File: src/rtl/exec_pkg.sv
// Shared types for the integer execute unit: operation codes, FSM states and
// the alu_op encodings driven by the main decoder.
package exec_pkg;

  typedef enum logic [4:0] {
    OP_ADD    = 5'd0,
    OP_SUB    = 5'd1,
    OP_AND    = 5'd2,
    OP_OR     = 5'd3,
    OP_XOR    = 5'd4,
    OP_SLT    = 5'd5,
    OP_SLTU   = 5'd6,
    OP_SLL    = 5'd7,
    OP_SRL    = 5'd8,
    OP_SRA    = 5'd9,
    OP_MUL    = 5'd10,
    OP_MULH   = 5'd11,
    OP_MULHSU = 5'd12,
    OP_MULHU  = 5'd13,
    OP_DIV    = 5'd14,
    OP_DIVU   = 5'd15,
    OP_REM    = 5'd16,
    OP_REMU   = 5'd17
  } exec_op_t;

  typedef enum logic [1:0] {
    S_IDLE = 2'd0,
    S_DIV  = 2'd1,
    S_FIX  = 2'd2
  } exec_state_t;

  localparam logic [1:0] ALUOP_ADD   = 2'b00;
  localparam logic [1:0] ALUOP_SUB   = 2'b01;
  localparam logic [1:0] ALUOP_FUNCT = 2'b10;
  localparam logic [1:0] ALUOP_ADD2  = 2'b11;

endpackage

File: src/rtl/div_iter.sv
// Restoring divider core: strips operand signs on start, runs XLEN shift/subtract
// iterations and presents sign-corrected quotient and remainder once done.
module div_iter #(
  parameter int XLEN = 32
) (
  input  logic            clk,
  input  logic            rst_n,
  input  logic            start,
  input  logic            kill,
  input  logic            is_signed,
  input  logic [XLEN-1:0] dividend,
  input  logic [XLEN-1:0] divisor,
  output logic            done,
  output logic [XLEN-1:0] quotient,
  output logic [XLEN-1:0] remainder
);

  localparam int CW = $clog2(XLEN);

  logic            active_q;
  logic [CW-1:0]   cnt_q;
  logic [XLEN-1:0] quo_q, rem_q, dsr_q;
  logic            q_neg_q, r_neg_q;

  logic            a_neg, b_neg, ge;
  logic [XLEN:0]   shifted, diff;

  assign a_neg   = is_signed & dividend[XLEN-1];
  assign b_neg   = is_signed & divisor[XLEN-1];
  // Dividend bits enter the partial remainder MSB-first through quo_q.
  assign shifted = {rem_q, quo_q[XLEN-1]};
  assign diff    = shifted - {1'b0, dsr_q};
  assign ge      = shifted >= {1'b0, dsr_q};

  // NOTE: sequential state uses non-blocking assignments so every register
  // samples the pre-edge values of the others.
  always_ff @(posedge clk or negedge rst_n) begin
    if (!rst_n) begin
      active_q <= 1'b0;
      cnt_q    <= '0;
      quo_q    <= '0;
      rem_q    <= '0;
      dsr_q    <= '0;
      q_neg_q  <= 1'b0;
      r_neg_q  <= 1'b0;
    end else if (kill) begin
      active_q <= 1'b0;
    end else if (start) begin
      active_q <= 1'b1;
      cnt_q    <= '0;
      quo_q    <= a_neg ? -dividend : dividend;
      rem_q    <= '0;
      dsr_q    <= b_neg ? -divisor : divisor;
      q_neg_q  <= a_neg ^ b_neg;
      r_neg_q  <= a_neg;
    end else if (active_q) begin
      quo_q <= {quo_q[XLEN-2:0], ge};
      rem_q <= ge ? diff[XLEN-1:0] : shifted[XLEN-1:0];
      cnt_q <= cnt_q + 1'b1;
      if (done) active_q <= 1'b0;
    end
  end

  assign done      = active_q && (cnt_q == CW'(XLEN - 1));
  assign quotient  = q_neg_q ? -quo_q : quo_q;
  assign remainder = r_neg_q ? -rem_q : rem_q;

endmodule

File: src/rtl/exec_unit.sv
// Integer execute unit: ALU-op decode, ALU, multiplier and iterative divider
// behind a valid/ready handshake with a single-entry result register.
module exec_unit
  import exec_pkg::*;
#(
  parameter int XLEN     = 32,
  parameter bit ENABLE_M = 1'b1
) (
  input  logic            clk,
  input  logic            rst_n,
  input  logic            flush,
  input  logic            in_valid,
  output logic            in_ready,
  input  logic [1:0]      alu_op,
  input  logic [2:0]      funct3,
  input  logic            funct7b5,
  input  logic            funct7b0,
  input  logic            is_rtype,
  input  logic [XLEN-1:0] op_a,
  input  logic [XLEN-1:0] op_b,
  output logic            out_valid,
  input  logic            out_ready,
  output logic [XLEN-1:0] out_result,
  output logic            busy
);

  localparam int              SHW     = $clog2(XLEN);
  localparam logic [XLEN-1:0] MIN_NEG = {1'b1, {(XLEN-1){1'b0}}};

  exec_op_t        op;
  exec_state_t     state_q, state_d;
  logic            accept, is_div, is_rem, div_signed, div_zero, div_ovf, div_iterate;
  logic [SHW-1:0]  shamt;
  logic [XLEN-1:0] mul_lo, mul_hi, div_quo, div_rem, fast_res;
  logic            div_done, rem_sel_q, out_valid_q;
  logic [XLEN-1:0] out_result_q;

  always_comb begin
    // NOTE: every combinational output gets a default first so no path
    // through the case statements can infer a latch.
    op = OP_ADD;
    unique case (alu_op)
      ALUOP_SUB: op = OP_SUB;
      ALUOP_FUNCT: begin
        if (is_rtype && funct7b0) begin
          if (ENABLE_M) op = exec_op_t'(5'd10 + {2'b00, funct3});
        end else begin
          unique case (funct3)
            3'b000:  op = (is_rtype && funct7b5) ? OP_SUB : OP_ADD;
            3'b001:  op = OP_SLL;
            3'b010:  op = OP_SLT;
            3'b011:  op = OP_SLTU;
            3'b100:  op = OP_XOR;
            3'b101:  op = funct7b5 ? OP_SRA : OP_SRL;
            3'b110:  op = OP_OR;
            default: op = OP_AND;
          endcase
        end
      end
      default: op = OP_ADD;
    endcase
  end

  assign shamt       = op_b[SHW-1:0];
  assign is_div      = op inside {OP_DIV, OP_DIVU, OP_REM, OP_REMU};
  assign is_rem      = op inside {OP_REM, OP_REMU};
  assign div_signed  = op inside {OP_DIV, OP_REM};
  assign div_zero    = (op_b == '0);
  assign div_ovf     = div_signed && (op_a == MIN_NEG) && (op_b == '1);
  assign div_iterate = is_div && !div_zero && !div_ovf;

  assign in_ready = (state_q == S_IDLE) && (!out_valid_q || out_ready) && !flush;
  assign accept   = in_valid && in_ready;

  // Divide special cases resolve here: divisor 0 and the MIN/-1 overflow.
  always_comb begin
    fast_res = '0;
    case (op)
      OP_ADD:    fast_res = op_a + op_b;
      OP_SUB:    fast_res = op_a - op_b;
      OP_AND:    fast_res = op_a & op_b;
      OP_OR:     fast_res = op_a | op_b;
      OP_XOR:    fast_res = op_a ^ op_b;
      OP_SLT:    fast_res = {{(XLEN-1){1'b0}}, $signed(op_a) < $signed(op_b)};
      OP_SLTU:   fast_res = {{(XLEN-1){1'b0}}, op_a < op_b};
      OP_SLL:    fast_res = op_a << shamt;
      OP_SRL:    fast_res = op_a >> shamt;
      OP_SRA:    fast_res = $signed(op_a) >>> shamt;
      OP_MUL:    fast_res = mul_lo;
      OP_MULH, OP_MULHSU, OP_MULHU: fast_res = mul_hi;
      OP_DIV, OP_DIVU: fast_res = div_zero ? '1 : op_a;
      OP_REM, OP_REMU: fast_res = div_zero ? op_a : '0;
      default:   fast_res = '0;
    endcase
  end

  if (ENABLE_M) begin : g_m
    logic            a_sgn, b_sgn;
    logic [2*XLEN-1:0] a_ext, b_ext, prod;

    // Extending straight to 2*XLEN gives the same low 2*XLEN product bits as
    // the signed (XLEN+1)-bit form.
    assign a_sgn = (op == OP_MULH) || (op == OP_MULHSU);
    assign b_sgn = (op == OP_MULH);
    assign a_ext = {{XLEN{a_sgn & op_a[XLEN-1]}}, op_a};
    assign b_ext = {{XLEN{b_sgn & op_b[XLEN-1]}}, op_b};
    assign prod  = a_ext * b_ext;
    assign mul_lo = prod[XLEN-1:0];
    assign mul_hi = prod[2*XLEN-1:XLEN];

    div_iter #(.XLEN(XLEN)) u_div (
      .clk       (clk),
      .rst_n     (rst_n),
      .start     (accept && div_iterate),
      .kill      (flush),
      .is_signed (div_signed),
      .dividend  (op_a),
      .divisor   (op_b),
      .done      (div_done),
      .quotient  (div_quo),
      .remainder (div_rem)
    );
  end else begin : g_no_m
    assign mul_lo   = '0;
    assign mul_hi   = '0;
    assign div_quo  = '0;
    assign div_rem  = '0;
    assign div_done = 1'b0;
  end

  always_ff @(posedge clk or negedge rst_n) begin
    if (!rst_n) state_q <= S_IDLE;
    else        state_q <= state_d;
  end

  always_comb begin
    state_d = state_q;
    if (flush) begin
      state_d = S_IDLE;
    end else begin
      case (state_q)
        S_IDLE:  if (accept && div_iterate) state_d = S_DIV;
        S_DIV:   if (div_done) state_d = S_FIX;
        S_FIX:   state_d = S_IDLE;
        default: state_d = S_IDLE;
      endcase
    end
  end

  assign busy = (state_q != S_IDLE);

  // Acceptance needs a free (or draining) slot, so a load never overwrites
  // an unconsumed result.
  always_ff @(posedge clk or negedge rst_n) begin
    if (!rst_n) begin
      out_valid_q  <= 1'b0;
      out_result_q <= '0;
      rem_sel_q    <= 1'b0;
    end else begin
      if (accept && div_iterate) rem_sel_q <= is_rem;
      if (flush) begin
        out_valid_q <= 1'b0;
      end else if (accept && !div_iterate) begin
        out_valid_q  <= 1'b1;
        out_result_q <= fast_res;
      end else if (state_q == S_FIX) begin
        out_valid_q  <= 1'b1;
        out_result_q <= rem_sel_q ? div_rem : div_quo;
      end else if (out_ready) begin
        out_valid_q <= 1'b0;
      end
    end
  end

  assign out_valid  = out_valid_q;
  assign out_result = out_result_q;

endmodule

File: config.mk
export PLATFORM = sky130hd
export DESIGN_NAME = exec_unit
export DESIGN_NICKNAME = d
export VERILOG_FILES = /design/src/rtl/exec_pkg.sv /design/src/rtl/div_iter.sv /design/src/rtl/exec_unit.sv
export SDC_FILE = /design/constraint.sdc
export NUM_CORES = 2
export LEC_CHECK = 0
export CORE_MARGIN = 2
export CORE_UTILIZATION = 35
export DETAILED_ROUTE_END_ITERATION = 10
export SLEW_MARGIN = 10
export SYNTH_ARGS = -nofsm -noshare
export SYNTH_HDL_FRONTEND = slang
export SYNTH_HIERARCHICAL = 1
export SYNTH_SLANG_ARGS = --single-unit
File: constraint.sdc
create_clock -name clk -period 13.75 [get_ports clk]
set_clock_uncertainty 0.2 [all_clocks]
set_input_delay 2.0625 -clock clk [delete_from_list [all_inputs] [get_ports clk]]
set_output_delay 2.0625 -clock clk [all_outputs]
set_load 0.01 [all_outputs]
==> flow_summary_export.csv <==
group,metric,value,unit
setup_path,slowest_delay,0.75,ns
finish,syn_to_final_growth,6.33,%
route,num_vias,52692,
finish,multi_input_area,47500,um^2
setup_path,cpMostUsedCell,"fa_1",
setup_path,arrival,12.90,ns
cts,clkSinkCount,140,
cts,htree_levels,4,
setup_path,rr_endpoint,"out_result[31]$_DFFE_PN0P_",
cts,root_buffer,"clkbuf_16",
route,via_per_inst,5.81,
floorplan,die_area,168000,um^2
synthesis,ys_ff_latch,140,
timing,hold_violations,0,
global_route,grt_usage,31.4,%
hold_path,hold_depth,2,
global_route,grt_pass1_wl,382,mm
setup_path,crit_path_max_fanout,17,
route,ant_nets,0,
floorplan,core-area,164000,um^2
route,drtIter0Drc,6125,
timing,finalMaxSlewViolations,0,
synthesis,synthArstFlopShare,100,%
finish,fill_cells,17100,
setup_path,reg2regPathDepth,15,
floorplan,dieHeight,410,um
floorplan,rows,149,
timing,finalSetupViolCount,0,
synthesis,yosysUniqueCellTypes,98,
hold_path,worstHoldStart,"g_m.u_div/dsr_q[28]$_DFFE_PN0P_",
finish,drive_gt1_share,5.29,%
route,drc,0,
finish,nets,8402,
floorplan,initial_core_util,35.1,%
setup_path,crit_path_top_delay_cell,"fa_1",
cts,cts_tree,"yes",
timing,rsz0062_at_grt,"false",
global_route,grt_max_degree,76,
cts,clkLatencyLatePin,0.45,ns
cts,clk_path_buf_depth,2,
route,routed_wl,264,mm
synthesis,yosysMostFrequentCell,"inv_1",
timing,maxSlewHeadroom,15.1,%
setup_path,endpoint_kind,"flop",
flow_run,maxCapViolCount,0,
synthesis,yosys_warnings,6,
cts,numCtsBuffers,17,
setup_path,worst-setup-path-type,"primary input to flop",
synthesis,syn_nets,8560,
place,dp_slack,0.647,ns
outcome,run_status,"completed",
timing,period_minus_slack,12.79,ns
route,wl_per_cell,29.2,um
synthesis,yosysTopAreaCellShare,39.1,%
place,io_buffers,111,
cts,post_cts_resized,0,
route,first_pass_iters,7,
setup_path,rr_startpoint,"g_m.u_div/rem_q[0]$_DFFE_PN0P_",
synthesis,synth_area,57700,um^2
setup_path,worst_setup_path_start_kind,"primary input",
cts,clk_pin_slew,0.07,ns
timing,timing.setup.tns,0,ns
setup_path,critPathTopFamily,"adder cells",
timing,finalCritPeriodShare,93.0,%
setup_path,worstPathRequired,13.86,ns
synthesis,synth_common_cells,"inv_1 (1336), fa_1 (1128), nand2_1 (1074)",
synthesis,ys.flop_type,"dfrtp_1",
global_route,grt.overflow.total,0,
cts,hold_buffers,0,
setup_path,reg2reg_slack,8.39,ns
place,dp_hpwl,206,mm
synthesis,synth_area_leaders,"fa_1 (39%), inv_1 (8.7%), ha_1 (7.6%)",
global_route,antenna_found_initial,22,
timing,clock.fmax,0.0782,GHz
synthesis,avgSynthCellArea,8.24,um^2
timing,worstMarginPinSlew,1.27,ns
hold_path,hp-class,"flop to flop",
synthesis,synth_edf_count,0,
floorplan,top_level_ports,112,
cts,post_cts_buffers,0,
synthesis,synthCells,7005,
finish,regArea,3500,um^2
timing,finalWorstSetupSlack,0.962,ns
global_route,grt_pass1_vias,53637,
floorplan,fp.dieW,410,um
synthesis,synth_top_cell_by_area,"fa_1",
hold_path,min_to,"g_m.u_div/dsr_q[28]$_DFFE_PN0P_",
synthesis,yosysSeqAreaShare,6.07,%
setup_path,crit_buf_inv,7,
place,place.gp.congestion,1.10,
cells by family (layout without fill, tap and decap cells):
group / after synthesis / count (layout) / synth area share, %
compound gates: 1115 / 1115 / 12.6
fa+ha+maj: 1478 / 1478 / 46.7
other cells: 0 / 16 / 0
flops: 140 / 140 / 6.07
buf+inv: 1797 / 1652 / 11.8
mux: 167 / 167 / 3.83
xor+xnor: 236 / 236 / 3.61
simple gates: 2072 / 2072 / 15.4
worst register-to-register path: cells and delay by family (launching register included):
kind | cells | cell delay [ns]
compound gates | 5 | 1.42
simple gates | 8 | 2.63
xor+xnor | 1 | 0.12
flops | 1 | 0.49
mux | 1 | 0.38
cell usage in the layout, fill, tap and decap left out, types with 25 or more instances in the layout:
master / count
o21ai_0: 296
a31oi_1: 32
inv_1: 1333
nand4_1: 55
nor3_1: 70
clkdlybuf4s50_1: 53
o211ai_1: 37
a22oi_1: 27
nand2b_1: 28
ha_1: 350
a221oi_1: 31
fa_1: 1128
or3_1: 29
and3_1: 28
xor2_1: 66
dfrtp_1: 140
nor2_1: 549
o22ai_1: 30
a21o_1: 62
o31ai_1: 40
xnor2_1: 169
a211oi_1: 52
mux4_2: 41
buf_2: 52
nand2_1: 1073
buf_4: 147
mux2i_1: 103
nor4_1: 38
o2111ai_1: 25
a21oi_1: 261
nand3_1: 77
routing by layer:
metal | vias to the layer above | global-route usage (%) | routed length (um)
met2 | 3084 | 47.7 | 115000
met5 | - | 0 | 54
li1 | 21803 | - | -
met1 | 27112 | 41.1 | 103000
met4 | 8 | 17.9 | 18100
met3 | 685 | 7.16 | 27500
state kept, by name (all words and copies together), names as in the netlist:
signal and cells:
g_m.u_div/active_q 1, g_m.u_div/cnt_q 5, g_m.u_div/dsr_q 32, g_m.u_div/q_neg_q 1, g_m.u_div/quo_q 32, g_m.u_div/r_neg_q 1
g_m.u_div/rem_q 32, out_result 32, out_valid 1, rem_sel_q 1, state_q 2
through the flow:
stage | instance area [um^2] | utilization (%) | cells | hold WS (ns)
floorplan | 57700 | - | 7005 | 0.250
global placement | 60800 | 36.9 | 9017 | 0.269
detailed placement | 60800 | 36.9 | 9017 | 0.273
CTS | 61300 | 37.3 | 9049 | 0.286
global route | 61300 | 37.3 | 9050 | 0.306
finish | 61400 | 37.3 | 9065 | 0.281
worst max-delay path by stage:
stage / start / slack (ns) / cells after the start / endpoint
6_report: alu_op[0] / 0.96 / 34 / out_result[27]$_DFFE_PN0P_
5_1_grt: alu_op[0] / 0.34 / 34 / out_result[27]$_DFFE_PN0P_
4_1_cts: alu_op[0] / 1.11 / 34 / out_result[27]$_DFFE_PN0P_
3_5_place_dp: alu_op[0] / 0.65 / 34 / out_result[27]$_DFFE_PN0P_
3_3_place_gp: alu_op[0] / 0.75 / 33 / out_result[30]$_DFFE_PN0P_
2_1_floorplan: alu_op[0] / 1.94 / 33 / out_result[24]$_DFFE_PN0P_
layout make-up:
cell class | instances | area share, %
Tap cell | 2189 | 4.46
Antenna cell | 16 | 0.0652
Timing Repair Buffer | 254 | 3.14
Inverter | 1366 | 8.35
Sequential cell | 140 | 5.71
Clock inverter | 10 | 0.173
Multi-Input combinational cell | 5068 | 77.3
Clock buffer | 22 | 0.773
Power is left out: the tool's default activity adds up to more than one toggle a clock period on the data nets, which glitch-free logic cannot reach.
